File: src/rtl/lcd_pkg.sv
// Shared types and constants for the LCD receive monitor.
package lcd_pkg;

  localparam int unsigned X_W   = 11;
  localparam int unsigned Y_W   = 10;
  localparam int unsigned RGB_W = 24;
  localparam int unsigned CRC_W = 16;

  localparam logic [CRC_W-1:0] CRC_INIT = 16'hFFFF;
  localparam logic [CRC_W-1:0] CRC_POLY = 16'h1021;

  typedef enum logic [1:0] {
    S_SEARCH  = 2'd0,
    S_ACQUIRE = 2'd1,
    S_LOCKED  = 2'd2
  } lcd_state_e;

  // One registered sample of the panel-side bus.
  typedef struct packed {
    logic             hd;
    logic             vd;
    logic             den;
    logic [RGB_W-1:0] rgb;
  } lcd_bus_t;

  // Increment that holds at all-ones instead of wrapping.
  function automatic logic [X_W-1:0] sat_inc_x(input logic [X_W-1:0] v);
    return (v == {X_W{1'b1}}) ? v : v + X_W'(1);
  endfunction

  function automatic logic [Y_W-1:0] sat_inc_y(input logic [Y_W-1:0] v);
    return (v == {Y_W{1'b1}}) ? v : v + Y_W'(1);
  endfunction

endpackage

File: src/rtl/lcd_rx_crc16.sv
// CRC-16-CCITT advance by one 24-bit pixel, MSB first (purely combinational).
module lcd_rx_crc16
  import lcd_pkg::*;
(
  input  logic [CRC_W-1:0] i_crc,
  input  logic [RGB_W-1:0] i_data,
  output logic [CRC_W-1:0] o_crc_c
);

  // Bit-serial LFSR unrolled across the whole pixel.
  always_comb begin
    logic [CRC_W-1:0] w_crc;
    logic             w_fb;
    w_crc = i_crc;
    w_fb  = 1'b0;
    for (int i = RGB_W - 1; i >= 0; i--) begin
      w_fb  = w_crc[CRC_W-1] ^ i_data[i];
      w_crc = {w_crc[CRC_W-2:0], 1'b0};
      if (w_fb) begin
        w_crc = w_crc ^ CRC_POLY;
      end
    end
    o_crc_c = w_crc;
  end

endmodule

File: src/rtl/lcd_rx_monitor.sv
// Parallel RGB LCD receive monitor: recovers pixel coordinates, measures line
// and frame geometry against the expected panel size and qualifies lock.
// Optional per-frame CRC of pixel data is built when LCD_RX_CRC_EN is defined.
module lcd_rx_monitor
  import lcd_pkg::*;
#(
  parameter int unsigned H_ACTIVE    = 800,
  parameter int unsigned V_ACTIVE    = 480,
  parameter int unsigned LOCK_FRAMES = 2
) (
  input  logic             CLK,
  input  logic             RST_n,
  input  logic             NCLK,
  input  logic             HD,
  input  logic             VD,
  input  logic             DEN,
  input  logic [7:0]       R,
  input  logic [7:0]       G,
  input  logic [7:0]       B,
  input  logic             err_clr,
  output logic             pix_valid,
  output logic [X_W-1:0]   pix_x,
  output logic [Y_W-1:0]   pix_y,
  output logic [RGB_W-1:0] pix_rgb,
  output logic             frame_done,
  output logic             locked,
  output logic             err_hsize,
  output logic             err_vsize,
  output logic [X_W-1:0]   meas_h,
  output logic [Y_W-1:0]   meas_v,
  output logic [CRC_W-1:0] frame_crc
);

  localparam int unsigned GOOD_W = (LOCK_FRAMES < 2) ? 1 : $clog2(LOCK_FRAMES + 1);

  lcd_bus_t    r_in;
  logic        r_nclk_q;
  logic        r_nclk_qq;
  logic        r_err_clr_q;
  logic        r_hd_p;
  logic        r_vd_p;
  logic        r_den_p;
  logic [X_W-1:0] r_x;
  logic [Y_W-1:0] r_y;
  logic        r_bad;
  logic        r_abort;
  lcd_state_e  r_state;
  lcd_state_e  w_state_nxt;
  logic [GOOD_W-1:0] r_good_cnt;
  logic [GOOD_W-1:0] w_good_nxt;
  logic        w_frame_eval;

  logic        w_tick;
  logic        w_hd_fall;
  logic        w_vd_fall;
  logic        w_den_fall;
  logic        w_den_act;
  logic        w_trunc;
  logic        w_line_eval;
  logic        w_line_ok;
  logic        w_line_bad;
  logic        w_frame_bad;
  logic [X_W-1:0] w_x_cur;
  logic [X_W-1:0] w_x_nxt;
  logic [Y_W-1:0] w_y_line;
  logic [Y_W-1:0] w_y_cur;

  // Event decode, all qualified by the pixel-clock rising edge.
  assign w_tick      = r_nclk_q & ~r_nclk_qq;
  assign w_hd_fall   = w_tick & r_hd_p & ~r_in.hd;
  assign w_vd_fall   = w_tick & r_vd_p & ~r_in.vd;
  assign w_den_fall  = w_tick & r_den_p & ~r_in.den;
  assign w_den_act   = w_tick & r_in.den;
  // A sync edge inside a running DEN burst aborts that line.
  assign w_trunc     = (w_hd_fall | w_vd_fall) & r_den_p & r_in.den;
  assign w_line_eval = w_den_fall & ~r_abort;
  assign w_line_ok   = w_line_eval & (r_x == X_W'(H_ACTIVE));
  assign w_line_bad  = (w_line_eval & ~w_line_ok) | w_trunc;
  // Line completing on this tick counts before the frame is judged.
  assign w_y_line    = w_line_ok ? sat_inc_y(r_y) : r_y;
  assign w_frame_bad = r_bad | w_line_bad | (w_y_line != Y_W'(V_ACTIVE));
  assign w_x_cur     = w_hd_fall ? '0 : r_x;
  assign w_y_cur     = w_vd_fall ? '0 : w_y_line;

  // Column counter next value.
  always_comb begin
    w_x_nxt = w_x_cur;
    if (w_den_act) begin
      w_x_nxt = sat_inc_x(w_x_cur);
    end else if (w_line_ok) begin
      w_x_nxt = '0;
    end
  end

  // Input capture, counters, pixel strobe and error flags.
  always_ff @(posedge CLK or negedge RST_n) begin
    if (!RST_n) begin
      r_in        <= '0;
      r_nclk_q    <= 1'b0;
      r_nclk_qq   <= 1'b0;
      r_err_clr_q <= 1'b0;
      r_hd_p      <= 1'b0;
      r_vd_p      <= 1'b0;
      r_den_p     <= 1'b0;
      r_x         <= '0;
      r_y         <= '0;
      r_bad       <= 1'b0;
      r_abort     <= 1'b0;
      pix_valid   <= 1'b0;
      pix_x       <= '0;
      pix_y       <= '0;
      pix_rgb     <= '0;
      frame_done  <= 1'b0;
      err_hsize   <= 1'b0;
      err_vsize   <= 1'b0;
      meas_h      <= '0;
      meas_v      <= '0;
    end else begin
      r_in        <= {HD, VD, DEN, R, G, B};
      r_nclk_q    <= NCLK;
      r_nclk_qq   <= r_nclk_q;
      r_err_clr_q <= err_clr;
      pix_valid   <= w_den_act;
      frame_done  <= w_vd_fall & (r_state != S_SEARCH);
      if (w_tick) begin
        r_hd_p  <= r_in.hd;
        r_vd_p  <= r_in.vd;
        r_den_p <= r_in.den;
        r_x     <= w_x_nxt;
        r_y     <= w_y_cur;
        r_bad   <= w_vd_fall ? 1'b0 : (r_bad | w_line_bad);
        if (w_trunc) begin
          r_abort <= 1'b1;
        end else if (w_den_fall) begin
          r_abort <= 1'b0;
        end
      end
      if (w_den_act) begin
        pix_x   <= w_x_cur;
        pix_y   <= w_y_cur;
        pix_rgb <= r_in.rgb;
      end
      if (w_line_eval) begin
        meas_h <= r_x;
      end
      if (w_frame_eval) begin
        meas_v <= w_y_line;
      end
      if (w_line_bad) begin
        err_hsize <= 1'b1;
      end else if (r_err_clr_q) begin
        err_hsize <= 1'b0;
      end
      if (w_frame_eval && (w_y_line != Y_W'(V_ACTIVE))) begin
        err_vsize <= 1'b1;
      end else if (r_err_clr_q) begin
        err_vsize <= 1'b0;
      end
    end
  end

  // Lock FSM state register.
  always_ff @(posedge CLK or negedge RST_n) begin
    if (!RST_n) begin
      r_state    <= S_SEARCH;
      r_good_cnt <= '0;
      locked     <= 1'b0;
    end else begin
      r_state    <= w_state_nxt;
      r_good_cnt <= w_good_nxt;
      locked     <= (w_state_nxt == S_LOCKED);
    end
  end

  // Lock FSM next state: frames are judged only on VD falls after the first.
  always_comb begin
    w_state_nxt  = r_state;
    w_good_nxt   = r_good_cnt;
    w_frame_eval = 1'b0;
    if (w_vd_fall) begin
      unique case (r_state)
        S_SEARCH: begin
          w_state_nxt = S_ACQUIRE;
          w_good_nxt  = '0;
        end
        S_ACQUIRE: begin
          w_frame_eval = 1'b1;
          if (w_frame_bad) begin
            w_good_nxt = '0;
          end else if ((r_good_cnt + GOOD_W'(1)) >= GOOD_W'(LOCK_FRAMES)) begin
            w_state_nxt = S_LOCKED;
            w_good_nxt  = GOOD_W'(LOCK_FRAMES);
          end else begin
            w_good_nxt = r_good_cnt + GOOD_W'(1);
          end
        end
        S_LOCKED: begin
          w_frame_eval = 1'b1;
          if (w_frame_bad) begin
            w_state_nxt = S_ACQUIRE;
            w_good_nxt  = '0;
          end
        end
        default: begin
          w_state_nxt = S_SEARCH;
          w_good_nxt  = '0;
        end
      endcase
    end
  end

`ifdef LCD_RX_CRC_EN
  logic [CRC_W-1:0] r_crc;
  logic [CRC_W-1:0] w_crc_base;
  logic [CRC_W-1:0] w_crc_upd;

  // Running CRC restarts at each VD fall; a pixel on that tick opens the new frame.
  assign w_crc_base = w_vd_fall ? CRC_INIT : r_crc;

  lcd_rx_crc16 u_crc (
    .i_crc   (w_crc_base),
    .i_data  (r_in.rgb),
    .o_crc_c (w_crc_upd)
  );

  // Running CRC and per-frame snapshot.
  always_ff @(posedge CLK or negedge RST_n) begin
    if (!RST_n) begin
      r_crc     <= CRC_INIT;
      frame_crc <= '0;
    end else begin
      if (w_den_act) begin
        r_crc <= w_crc_upd;
      end else if (w_vd_fall) begin
        r_crc <= CRC_INIT;
      end
      if (w_vd_fall) begin
        frame_crc <= r_crc;
      end
    end
  end
`else
  assign frame_crc = '0;
`endif

endmodule

File: config.mk
export PLATFORM = sky130hd
export DESIGN_NAME = lcd_rx_monitor
export DESIGN_NICKNAME = d
export VERILOG_FILES = /design/src/rtl/lcd_pkg.sv /design/src/rtl/lcd_rx_crc16.sv /design/src/rtl/lcd_rx_monitor.sv
export SDC_FILE = /design/constraint.sdc
export NUM_CORES = 1
export LEC_CHECK = 0
export CAP_MARGIN = 20
export CORE_ASPECT_RATIO = 1.5
export CORE_MARGIN = 3
export CORE_UTILIZATION = 51
export DETAILED_ROUTE_END_ITERATION = 10
export PLACE_DENSITY = 0.87
export SLEW_MARGIN = 10
export SYNTH_ARGS = -nofsm -noshare
export SYNTH_HDL_FRONTEND = slang
export SYNTH_SLANG_ARGS = --single-unit
File: constraint.sdc
create_clock -name CLK -period 3.1 [get_ports CLK]
set_input_delay 0.62 -clock CLK [delete_from_list [all_inputs] [get_ports CLK]]
set_output_delay 0.62 -clock CLK [all_outputs]
set_load 0.02 [all_outputs]
==> impl_summary.log, run 1 <==
INFO  metric antenna_found_initial = 0
INFO  metric drt.antenna.violating_nets = 0
INFO  metric r2r-end = locked
INFO  metric antenna-diode-count = 0
INFO  metric r2r.worst_path.cells = 7
INFO  metric drv.max_cap_violation_count = 0
INFO  metric placementRows = 45
INFO  metric place_hpwl = 9.23 mm
INFO  metric yosys_warnings = 0
INFO  metric tightestPinTransition = 0.614 ns
INFO  metric fmaxAchievable = 0.332 GHz
INFO  metric num_io_pins = 118
INFO  metric min_period_over_period = 97.1%
INFO  metric slowest_cell_on_the_critical_path = sky130_fd_sc_hd__or4_4
INFO  metric final_weighted_congestion_in_routability_driven_placement = 1.11
INFO  metric drcViolationCount = 0
INFO  metric clockPowerShare = 42.0%
INFO  metric critPathMaxStageDelay = 0.60 ns
INFO  metric wl_per_cell = 17.7 um
INFO  metric clock_sinks = 131
INFO  metric pwr-share-comb = 14.9%
INFO  metric crit_top_cell = sky130_fd_sc_hd__or4_4
INFO  metric timing.final.hold_violations = 0
INFO  metric avgSynthCellArea = 10.4 um^2
INFO  metric die_area = 0.0120 mm^2
INFO  metric p_switching = 1260 uW
INFO  metric start_util = 53.2%
INFO  metric arrival = 3.32 ns
INFO  metric setup_ws = 0.0898 ns
INFO  metric multi_input_area = 0.00203 mm^2
INFO  metric worstPathCellList = or4_4 -> or4_4 -> a2111oi_4 -> o32ai_2 -> nor4_4 -> a31oi_2 -> a211oi_2
INFO  metric max-vdd-ir-drop = 0.000530 V
INFO  metric unrepaired_setup_endpoints_after_global_routing = false
INFO  metric yosys-top-cells-count = 153 x sky130_fd_sc_hd__nand2_1, 131 x sky130_fd_sc_hd__dfrtp_1, 26 x sky130_fd_sc_hd__nor2_1
INFO  metric numPortBuffers = 101
INFO  metric clk_transition_reported_paths = 0.06 ns
INFO  metric area_growth_syn_to_layout = 32.6%
INFO  metric cp-end-kind = flip-flop
INFO  metric chipHeight = 133 um
INFO  metric synth_enable_flop_cells = 0
INFO  metric cts_htree_levels = 4
INFO  metric category_of_the_most_critical_setup_path = flip-flop to flip-flop
INFO  metric share_of_layout_cells_above_drive_strength_1 = 10.7%
INFO  metric die_width = 90.4 um
INFO  metric cts_root_buffer = sky130_fd_sc_hd__clkbuf_16
INFO  metric post-place-ws = 0.185 ns
INFO  metric synth_largest_area_cell = sky130_fd_sc_hd__dfrtp_1
INFO  metric grt_pass1_vias = 4,567
INFO  metric synth.top_cells.by_area = sky130_fd_sc_hd__dfrtp_1 60%, sky130_fd_sc_hd__nand2_1 11%, sky130_fd_sc_hd__buf_4 2.2%
INFO  metric synth_cell_types = 58
INFO  metric synthesized_flop_and_latch_total = 131
INFO  metric register_area = 0.00328 mm^2
INFO  metric status = finished clean
INFO  metric synthFlopType = sky130_fd_sc_hd__dfrtp_1
INFO  metric finalSetupViolCount = 0
INFO  metric tritoncts = yes
INFO  metric vias_per_cell = 5.52
INFO  metric postCtsHoldBufs = 0
INFO  metric cp-startpoint = r_x[3]
INFO  metric wire_length_of_the_first_global_routing_pass = 22.9 mm
INFO  metric p_per_area = 634 mW/mm^2
INFO  metric routed-via-count = 4,341
INFO  metric path_max_fanout = 7
INFO  metric finalWirelength = 13.9 mm
INFO  metric core = 0.0102 mm^2
INFO  metric internal-power = 3320 uW
INFO  metric grt.total_usage = 24.1%
INFO  metric synth-async-reset-ratio = 100%
INFO  metric number_of_design_rule_violations_left_by_the_first_detailed_router_iteration = 363
INFO  metric syn_inst = 522
INFO  metric total_gr_overflow = 0
INFO  metric critical_path.startpoint_type = flip-flop
INFO  metric timing.final.crit_period = 3.01 ns
INFO  metric min-delay-path-class = input port to asynchronous set/reset pin
INFO  metric sw_frac_of_total = 27.5%
INFO  metric worst-r2r-setup-slack = 0.09 ns
INFO  metric synth.top_cell.area_share = 60.2%
INFO  metric report.final.slew_viol_count = 0
INFO  metric fillCellCount = 722
INFO  metric fin_worst_skew = 0.00922 ns
INFO  metric layout.nets = 671
INFO  metric slew_headroom = 59.0%
INFO  metric fin_setup_tns = 0 ns
INFO  metric firstDrtPassIters = 5
INFO  metric cp_data_required_time = 3.41 ns
INFO  metric total_standard_cell_area_after_synthesis = 0.00545 mm^2
INFO  metric p_leak = 0.00336 uW
INFO  metric clk_path_buf_depth = 2
INFO  metric regToRegStartpoint = r_x[3]
INFO  metric worst_skew_pair_later_pin_latency = 0.41 ns
INFO  metric sequentialPowerShare = 43.1%
INFO  metric number_of_buffers_inserted_during_clock_tree_synthesis = 17
INFO  metric grt_start_max_net_pins = 107
INFO  metric yosys.cell_count.top_type = sky130_fd_sc_hd__nand2_1
INFO  metric synth-seq-area-share = 60.2%
[what timing repair did]
action	in CTS	in global routing
buffers inserted	0	1
resized for setup	0	4
endpoints found under the setup margin	0	1
[power by group through the flow]
stage	sequential [uW]	clock [uW]	combinational [uW]
floorplan	2070	0	263
global placement	1980	0	643
detailed placement	1990	0	670
CTS	1970	1940	690
global route	1990	2030	740
finish	1980	1920	685
[per-layer routing]
layer  vias to the layer above  track usage, %  wire length [um]
met3                        34            6.31               893
met4                         0            10.5               391
li1                       1950               -                 -
met1                      2143            25.4              4840
met2                       214            44.9              7810
met5                         -               0                 0
[flip-flops by register name (all words and copies together) (netlist names), 10 cells and up]
name	count
pix_rgb	24
meas_v	10
pix_y	10
r_x	11
r_y	10
pix_x	11
meas_h	11
r_in	27
[worst max path at each step]
stage                         to  slack [ns]  cells after the start
after floorplan           locked        0.42                      7
after global placement    locked        0.29                      7
after detailed placement  locked        0.18                      7
after CTS                 locked        0.13                      7
after global routing      locked       0.006                      7
final                     locked        0.09                      7
[layout make-up]
class | count | share of cell area [%]
clock buffer | 19 | 5.99
sequential | 131 | 45.4
inverter | 12 | 0.623
clock inverter | 13 | 1.87
timing repair buffer | 115 | 15.6
multi-input combinational | 356 | 28.1
tap | 141 | 2.44
[cells by family after synthesis]
| group | count (synthesis) | synth area share (%) |
|---|---|---|
| AOI/OAI and AO/OA | 73 | 9.44 |
| xor gates and xnor gates | 9 | 1.45 |
| adders and majority gates | 7 | 1.61 |
| buffers and inverters | 50 | 4.55 |
| DFF | 131 | 60.2 |
| muxes | 8 | 1.61 |
| other | 1 | 0.0688 |
| and+or+nand+nor | 243 | 21.1 |
[metrics by stage]
step	utilization, %	instance area, um^2	total power, uW	std cells	hold WS, ns
final	70.5	7220	4580	787	0.106
after global routing	70.5	7220	4760	787	0.118
after CTS	70.1	7180	4600	786	0.106
after detailed placement	64.6	6620	2660	754	0.431
after global placement	64.6	6620	2620	754	0.418
after floorplan	-	5510	2330	537	0.324
[placed cells by master, fill, tap and decap left out, drive strengths merged, types with 6 or more instances in the layout]
master,count
nand3,10
o21ai,22
nor2,27
clkdlybuf4s50,100
clkinv,8
nand4,6
nand2,153
conb,16
and3,7
a22o,8
ha,7
dfrtp,131
a21oi,8
inv,13
and4,7
nor2b,6
clkbuf,19
o31ai,9
buf,15
[worst max-delay path, delay by kind of cell, from the launching register on]
family | cells | cell delay, ns
AOI/OAI and AO/OA | 4 | 0.88
DFF | 1 | 0.46
and+or+nand+nor | 3 | 1.58
No activity file was read; power rests on OpenSTA's default activity.
==> inputs of run 2 (changes only) <==
--- a/config.mk
+++ b/config.mk
@@ -5,11 +5,13 @@
 export SDC_FILE = /design/constraint.sdc
 export NUM_CORES = 1
 export LEC_CHECK = 0
+export ABC_CLOCK_PERIOD_IN_PS = 3100
 export CAP_MARGIN = 20
 export CORE_ASPECT_RATIO = 1.5
 export CORE_MARGIN = 3
 export CORE_UTILIZATION = 51
 export DETAILED_ROUTE_END_ITERATION = 10
+export MAX_ROUTING_LAYER = met4
 export PLACE_DENSITY = 0.87
 export SLEW_MARGIN = 10
 export SYNTH_ARGS = -nofsm -noshare
==> run 2 against run 1 <==
Effect of this change:
- clock power grew 5%
- largest cell class unchanged
- fmax grew 2.4%
- critical endpoint unchanged
- flip-flop and latch count is the same
- die area is the same
- via count grew 0.69%
- setup slack gained 0.070 ns
- sequential power is essentially flat
- hold slack is essentially flat
- core utilization shrank 0.061 points
==> impl_summary.log, run 2 (synthesized netlist as in run 1, its figures left out) <==
INFO  metric cp-end-kind = flip-flop (unchanged)
INFO  metric fin_worst_skew = 0.00612 ns (was 0.00922 ns)
INFO  metric utilization = 70.4% (was 70.5%)
INFO  metric wire_length_of_the_first_global_routing_pass = 22.2 mm (was 22.9 mm)
INFO  metric firstDrtPassIters = 7 (was 5)
INFO  metric die_width = 90.4 um (unchanged)
INFO  metric largest-register = r_in (unchanged)
INFO  metric grt_start_max_net_pins = 107 (unchanged)
INFO  metric report.final.slew_viol_count = 0 (unchanged)
INFO  metric clockPowerShare = 43.3% (was 42.0%)
INFO  metric arrival = 3.26 ns (was 3.32 ns)
INFO  metric r2r.worst_path.cells = 8 (was 7)
INFO  metric cp_data_required_time = 3.42 ns (was 3.41 ns)
INFO  metric pwr-share-comb = 14.6% (was 14.9%)
INFO  metric place_hpwl = 9.25 mm (was 9.23 mm)
INFO  metric commonest_cells_after_routing_fill_and_taps_aside = 152 x sky130_fd_sc_hd__nand2_1, 131 x sky130_fd_sc_hd__dfrtp_1, 100 x sky130_fd_sc_hd__clkdlybuf4s50_1 (unchanged)
INFO  metric largest_register_ff_count = 27 (unchanged)
INFO  metric worst-r2r-setup-slack = 0.16 ns (was 0.09 ns)
INFO  metric timing.final.crit_period = 2.94 ns (was 3.01 ns)
INFO  metric timing.final.hold_violations = 0 (unchanged)
INFO  metric antenna-diode-count = 0 (unchanged)
INFO  metric status = finished clean (unchanged)
INFO  metric total_gr_overflow = 0 (unchanged)
INFO  metric tightestPinTransition = 0.625 ns (was 0.614 ns)
INFO  metric fillCellCount = 711 (was 722)
INFO  metric p_switching = 1310 uW (was 1260 uW)
INFO  metric min-delay-path-class = input port to asynchronous set/reset pin (unchanged)
INFO  metric die_area = 0.0120 mm^2 (unchanged)
INFO  metric drt.antenna.violating_nets = 0 (unchanged)
INFO  metric drcViolationCount = 0 (unchanged)
INFO  metric drv.max_cap_violation_count = 0 (unchanged)
INFO  metric clock_sinks = 131 (unchanged)
INFO  metric placementRows = 45 (unchanged)
INFO  metric finalWirelength = 13.3 mm (was 13.9 mm)
INFO  metric p_leak = 0.00335 uW (was 0.00336 uW)
INFO  metric critical_path.startpoint_type = flip-flop (unchanged)
INFO  metric core = 0.0102 mm^2 (unchanged)
INFO  metric share_of_layout_cells_above_drive_strength_1 = 10.7% (about the same)
INFO  metric number_of_design_rule_violations_left_by_the_first_detailed_router_iteration = 231 (was 363)
INFO  metric worst_skew_pair_later_pin_latency = 0.41 ns (about the same)
INFO  metric num_io_pins = 118 (unchanged)
INFO  metric final_cell_area = 0.00722 mm^2 (about the same)
INFO  metric chipHeight = 133 um (unchanged)
INFO  metric clk_path_buf_depth = 2 (unchanged)
INFO  metric numPortBuffers = 101 (unchanged)
INFO  metric grt.total_usage = 23.9% (was 24.1%)
INFO  metric max-vdd-ir-drop = 0.000560 V (was 0.000530 V)
INFO  metric place_area = 0.00662 mm^2 (unchanged)
INFO  metric start_util = 53.2% (unchanged)
INFO  metric power_after_layout = 4660 uW (was 4580 uW)
INFO  metric grt_pass1_vias = 4,625 (was 4,567)
INFO  metric number_of_buffers_inserted_during_clock_tree_synthesis = 17 (unchanged)
INFO  metric cts_htree_levels = 4 (unchanged)
INFO  metric clk_transition_reported_paths = 0.06 ns (about the same)
INFO  metric layout.nets = 670 (was 671)
INFO  metric internal-power = 3350 uW (was 3320 uW)
INFO  metric routed-via-count = 4,371 (was 4,341)
INFO  metric sequentialPowerShare = 42.1% (was 43.1%)
INFO  metric wl_per_cell = 17.0 um (was 17.7 um)
INFO  metric path_max_fanout = 7 (unchanged)
INFO  metric min_period_over_period = 94.8% (was 97.1%)
INFO  metric cts_root_buffer = sky130_fd_sc_hd__clkbuf_16 (unchanged)
INFO  metric tritoncts = yes (unchanged)
INFO  metric antenna_found_initial = 0 (unchanged)
INFO  metric mostFrequentLayoutCell = sky130_fd_sc_hd__nand2_1 (unchanged)
INFO  metric vias_per_cell = 5.56 (was 5.52)
INFO  metric area_growth_syn_to_layout = 32.5% (was 32.6%)
INFO  metric fmaxAchievable = 0.340 GHz (was 0.332 GHz)
INFO  metric biggestRegsByFlops = r_in x27, pix_rgb x24 (unchanged)
INFO  metric final_weighted_congestion_in_routability_driven_placement = 1.14 (was 1.11)
INFO  metric cts.repair_timing.setup_buffer_count = 0 (unchanged)
INFO  metric p_per_area = 646 mW/mm^2 (was 634 mW/mm^2)
INFO  metric category_of_the_most_critical_setup_path = flip-flop to flip-flop (unchanged)
INFO  metric slew_headroom = 58.2% (was 59.0%)
INFO  metric sw_frac_of_total = 28.0% (was 27.5%)
INFO  metric finalSetupViolCount = 0 (unchanged)
==> run 2: power by group through the flow <==
stage | Clock (uW) | Combinational (uW) | Sequential, uW
CTS | 2040 | 683 | 1960
global placement | 0 | 642 | 1980
finish | 2020 | 682 | 1960
global route | 2120 | 731 | 1980
detailed placement | 0 | 675 | 1990
floorplan | 0 | 263 | 2070
==> run 2: final cells by class <==
| class | instances | area [um^2] | share of cell area [%] |
|---|---|---|---|
| Clock buffer | 17 | 425 | 5.89 |
| Sequential cell | 131 | 3280 | 45.4 |
| Multi-Input combinational cell | 356 | 2000 | 27.7 |
| Clock inverter | 15 | 173 | 2.39 |
| Inverter | 12 | 45.0 | 0.624 |
| Timing Repair Buffer | 114 | 1120 | 15.5 |
| Tap cell | 141 | 176 | 2.44 |
==> run 2: path summary, 6_finish.rpt <==
kind	startpoint	endpoint
worst max-delay path	r_x[3]	locked
worst min-delay path	RST_n	r_in[15]
worst max register to register	r_x[3]	locked
worst min register to register	r_nclk_q	r_nclk_qq
max in group asynchronous	RST_n	frame_done
min in group CLK	r_nclk_q	r_nclk_qq
==> run 2: metal layers <==
metal / up-vias / part of all wire (%) / global-route usage, %
met5: - / 0 / -
met4: 0 / 3.9 / 11.6
met3: 61 / 6.1 / 5.06
met2: 254 / 54 / 42.4
met1: 2102 / 36 / 25.0
li1: 1954 / - / -
==> run 2: through the flow <==
| stage | worst slack, ns | hold slack, ns | setup TNS, ns | instances |
|---|---|---|---|---|
| after global routing | -0.0192 | 0.114 | -0.0192 | 786 |
| after floorplan | 0.420 | 0.324 | 0 | 537 |
| after global placement | 0.293 | 0.418 | 0 | 754 |
| after CTS | 0.135 | 0.106 | 0 | 786 |
| after detailed placement | 0.165 | 0.429 | 0 | 754 |
| final | 0.160 | 0.106 | 0 | 786 |
==> run 2: timing repair <==
action / 4_1_cts / 5_1_grt
hold endpoints to repair: 0 / 0
hold buffers: 0 / 0
resized for setup: 0 / 1
setup endpoints to repair: 0 / 1
==> run 2: critical path, cell delays in order, from the launching register on <==
cell and delay [ns]:
sky130_fd_sc_hd__dfrtp_1 0.46, sky130_fd_sc_hd__or4_4 0.60, sky130_fd_sc_hd__or4_4 0.55, sky130_fd_sc_hd__nor3_2 0.21
sky130_fd_sc_hd__mux2i_1 0.12, sky130_fd_sc_hd__buf_4 0.17, sky130_fd_sc_hd__nor4_4 0.40, sky130_fd_sc_hd__a31oi_2 0.17
sky130_fd_sc_hd__a211oi_2 0.17
==> inputs of run 3 (changes only) <==
--- a/config.mk
+++ b/config.mk
@@ -9,10 +9,11 @@
 export CAP_MARGIN = 20
 export CORE_ASPECT_RATIO = 1.5
 export CORE_MARGIN = 3
-export CORE_UTILIZATION = 51
+export CORE_UTILIZATION = 45
 export DETAILED_ROUTE_END_ITERATION = 10
 export MAX_ROUTING_LAYER = met4
-export PLACE_DENSITY = 0.87
+export PLACE_DENSITY = 0.79
+export REMOVE_ABC_BUFFERS = 1
 export SLEW_MARGIN = 10
 export SYNTH_ARGS = -nofsm -noshare
 export SYNTH_HDL_FRONTEND = slang
==> run 3 against run 2 <==
Effect of this change:
- register-to-register slack improved by 0.08 ns
- cell area rose by 0.40%
- hold slack gained 0.17 ns
- core utilization is 8.2 points lower
- flip-flop and latch count unchanged
- total power decreased by 2.2%
- combinational power hardly changed
- global-route usage down 2.2 points
- via count decreased by 3.6%
- critical path depth fell by 1
- critical path type unchanged
- largest cell class unchanged
- largest power group is now registers
- highest routed layer unchanged
==> impl_summary.log, run 3 (synthesized netlist as in run 1, its figures left out) <==
INFO  metric status = finished clean (unchanged)
INFO  metric routed-via-count = 4,213 (was 4,371)
INFO  metric fin_worst_skew = 0.00747 ns (was 0.00612 ns)
INFO  metric start_util = 46.8% (was 53.2%)
INFO  metric layout.nets = 675 (was 670)
INFO  metric power_after_layout = 4560 uW (was 4660 uW)
INFO  metric critical_path.startpoint_type = flip-flop (unchanged)
INFO  metric arrival = 3.20 ns (was 3.26 ns)
INFO  metric number_of_buffers_inserted_during_clock_tree_synthesis = 17 (unchanged)
INFO  metric max-vdd-ir-drop = 0.000492 V (was 0.000560 V)
INFO  metric grt_start_max_net_pins = 60 (was 107)
INFO  metric min_period_over_period = 92.3% (was 94.8%)
INFO  metric cts_root_buffer = sky130_fd_sc_hd__clkbuf_16 (unchanged)
INFO  metric fin_setup_tns = 0 ns (unchanged)
INFO  metric num_io_pins = 118 (unchanged)
INFO  metric wl_per_cell = 16.2 um (was 17.0 um)
INFO  metric clock_sinks = 131 (unchanged)
INFO  metric cp-end-kind = flip-flop (unchanged)
INFO  metric worstPathBufferInverterCount = 0 (was 1)
INFO  metric biggestRegsByFlops = r_in x27, pix_rgb x24 (unchanged)
INFO  metric firstDrtPassIters = 5 (was 7)
INFO  metric placed_cells_incl_taps = 768 (was 754)
INFO  metric clk_path_buf_depth = 2 (unchanged)
INFO  metric chipHeight = 141 um (was 133 um)
INFO  metric tritoncts = yes (unchanged)
INFO  metric timing.final.crit_period = 2.86 ns (was 2.94 ns)
INFO  metric report.final.slew_viol_count = 0 (unchanged)
INFO  metric critPathMaxStageDelay = 0.58 ns (was 0.60 ns)
INFO  metric unrepaired_setup_endpoints_after_global_routing = false
INFO  metric fmaxAchievable = 0.349 GHz (was 0.340 GHz)
INFO  metric numPortBuffers = 101 (unchanged)
INFO  metric p_leak = 0.00336 uW (was 0.00335 uW)
INFO  metric cts.repair_timing.setup_buffer_count = 0 (unchanged)
INFO  metric antenna_found_initial = 0 (unchanged)
INFO  metric p_per_area = 629 mW/mm^2 (was 646 mW/mm^2)
INFO  metric slew_headroom = 51.4% (was 58.2%)
INFO  metric slowest_cell_on_the_critical_path = sky130_fd_sc_hd__or4_4 (unchanged)
INFO  metric path_max_fanout = 7 (unchanged)
INFO  metric die_width = 95.8 um (was 90.4 um)
INFO  metric final_weighted_congestion_in_routability_driven_placement = 0.922 (was 1.14)
INFO  metric drt.antenna.violating_nets = 0 (unchanged)
INFO  metric vias_per_cell = 5.27 (was 5.56)
INFO  metric tightestPinTransition = 0.729 ns (was 0.625 ns)
INFO  metric grt.total_usage = 21.7% (was 23.9%)
INFO  metric worstSetupPathDepth = 7 (was 8)
INFO  metric final-instance-count-excl-fill = 800 (was 786)
INFO  metric largest-register = r_in (unchanged)
INFO  metric cp_data_required_time = 3.44 ns (was 3.42 ns)
INFO  metric die_area = 0.0135 mm^2 (was 0.0120 mm^2)
INFO  metric min-delay-path-class = input port to asynchronous set/reset pin (unchanged)
INFO  metric antenna-diode-count = 0 (unchanged)
INFO  metric post_cts_resized = 0 (unchanged)
INFO  metric clk_transition_reported_paths = 0.06 ns (about the same)
INFO  metric grt_pass1_vias = 4,310 (was 4,625)
INFO  metric place_area = 0.00666 mm^2 (was 0.00662 mm^2)
INFO  metric cts_htree_levels = 4 (unchanged)
INFO  metric total_gr_overflow = 0 (unchanged)
INFO  metric share_of_layout_cells_above_drive_strength_1 = 11.2% (was 10.7%)
INFO  metric worstPathCellList = or4_4 -> or4_4 -> nor4_2 -> nor3_1 -> nor4_2 -> nand4_1 -> a211oi_2 (was or4_4 -> or4_4 -> nor3_2 -> mux2i_1 -> buf_4 -> nor4_4 -> a31oi_2 -> a211oi_2)
INFO  metric finalWirelength = 12.9 mm (was 13.3 mm)
INFO  metric drcViolationCount = 0 (unchanged)
INFO  metric core = 0.0117 mm^2 (was 0.0102 mm^2)
INFO  metric placementRows = 48 (was 45)
INFO  metric worst_skew_pair_later_pin_latency = 0.42 ns (was 0.41 ns)
INFO  metric category_of_the_most_critical_setup_path = flip-flop to flip-flop (unchanged)
INFO  metric final_cell_area = 0.00725 mm^2 (was 0.00722 mm^2)
INFO  metric wire_length_of_the_first_global_routing_pass = 21.5 mm (was 22.2 mm)
INFO  metric commonest_cells_after_routing_fill_and_taps_aside = 152 x sky130_fd_sc_hd__nand2_1, 131 x sky130_fd_sc_hd__dfrtp_1, 100 x sky130_fd_sc_hd__clkdlybuf4s50_1 (unchanged)
INFO  metric finalSetupViolCount = 0 (unchanged)
INFO  metric mostFrequentLayoutCell = sky130_fd_sc_hd__nand2_1 (unchanged)
INFO  metric timing.final.hold_violations = 0 (unchanged)
INFO  metric area_growth_syn_to_layout = 33.0% (was 32.5%)
INFO  metric number_of_design_rule_violations_left_by_the_first_detailed_router_iteration = 158 (was 231)
INFO  metric cp_top_family = simple AND/OR/NAND/NOR gates (unchanged)
INFO  metric postCtsHoldBufs = 0 (unchanged)
INFO  metric place_hpwl = 9.23 mm (was 9.25 mm)
INFO  metric largest_register_ff_count = 27 (unchanged)
INFO  metric r2r.worst_path.cells = 7 (was 8)
INFO  metric drv.max_cap_violation_count = 0 (unchanged)
## run 3: cell types whose count changed in the layout (fill, tap and decap cells not counted), sizes merged
cell    change
buf         +5
inv         -4
clkbuf      +3
clkinv      +2
bufinv      -1
## run 3: worst reg2reg max path, stage by stage (launching register included)
cell                       delay (ns)
sky130_fd_sc_hd__dfrtp_1         0.45
sky130_fd_sc_hd__or4_4           0.58
sky130_fd_sc_hd__or4_4           0.54
sky130_fd_sc_hd__nor4_2          0.30
sky130_fd_sc_hd__nor3_1          0.09
sky130_fd_sc_hd__nor4_2          0.38
sky130_fd_sc_hd__nand4_1         0.20
sky130_fd_sc_hd__a211oi_2        0.24
## run 3: layout make-up
cell class | count | area (um^2)
fill | 938 | 4400
sequential | 131 | 3280
multi-input combinational | 356 | 2000
timing repair buffer | 119 | 1160
clock buffer | 20 | 457
tap | 150 | 188
clock inverter | 12 | 121
inverter | 12 | 45.0
## run 3: final timing paths
path | startpoint | to | slack, ns
min reg2reg | r_in[0] | pix_rgb[0] | 0.44
max | r_x[3] | locked | 0.24
max reg2reg | r_x[3] | locked | 0.24
max in group asynchronous | RST_n | r_in[24] | 1.96
min in group CLK | r_in[0] | pix_rgb[0] | 0.44
min | RST_n | meas_v[1] | 0.28
## run 3: metal layers
metal	track usage, %	part of all wire, %	vias to the layer above	wire [um]
met5	-	0	-	0
met4	11.7	4.4	0	571
met3	6.78	5.3	45	690
met2	34.6	53	152	6820
met1	23.9	37	2052	4840
li1	-	-	1964	-
## run 3: through the flow
step | setup slack [ns] | hold WS, ns | utilization [%]
2_1_floorplan | -0.478 | 0.324 | -
3_3_place_gp | 0.264 | 0.418 | 57.2
3_5_place_dp | 0.231 | 0.427 | 57.2
4_1_cts | 0.184 | 0.284 | 62.2
5_1_grt | 0.107 | 0.321 | 62.2
6_report | 0.238 | 0.275 | 62.2
## run 3: where the power goes
group	total (uW)	switching, uW	internal (uW)	leakage [uW]
Combinational	681	382	299	0.00139
Clock	1920	765	1160	0.000270
Sequential	1950	102	1850	0.00170
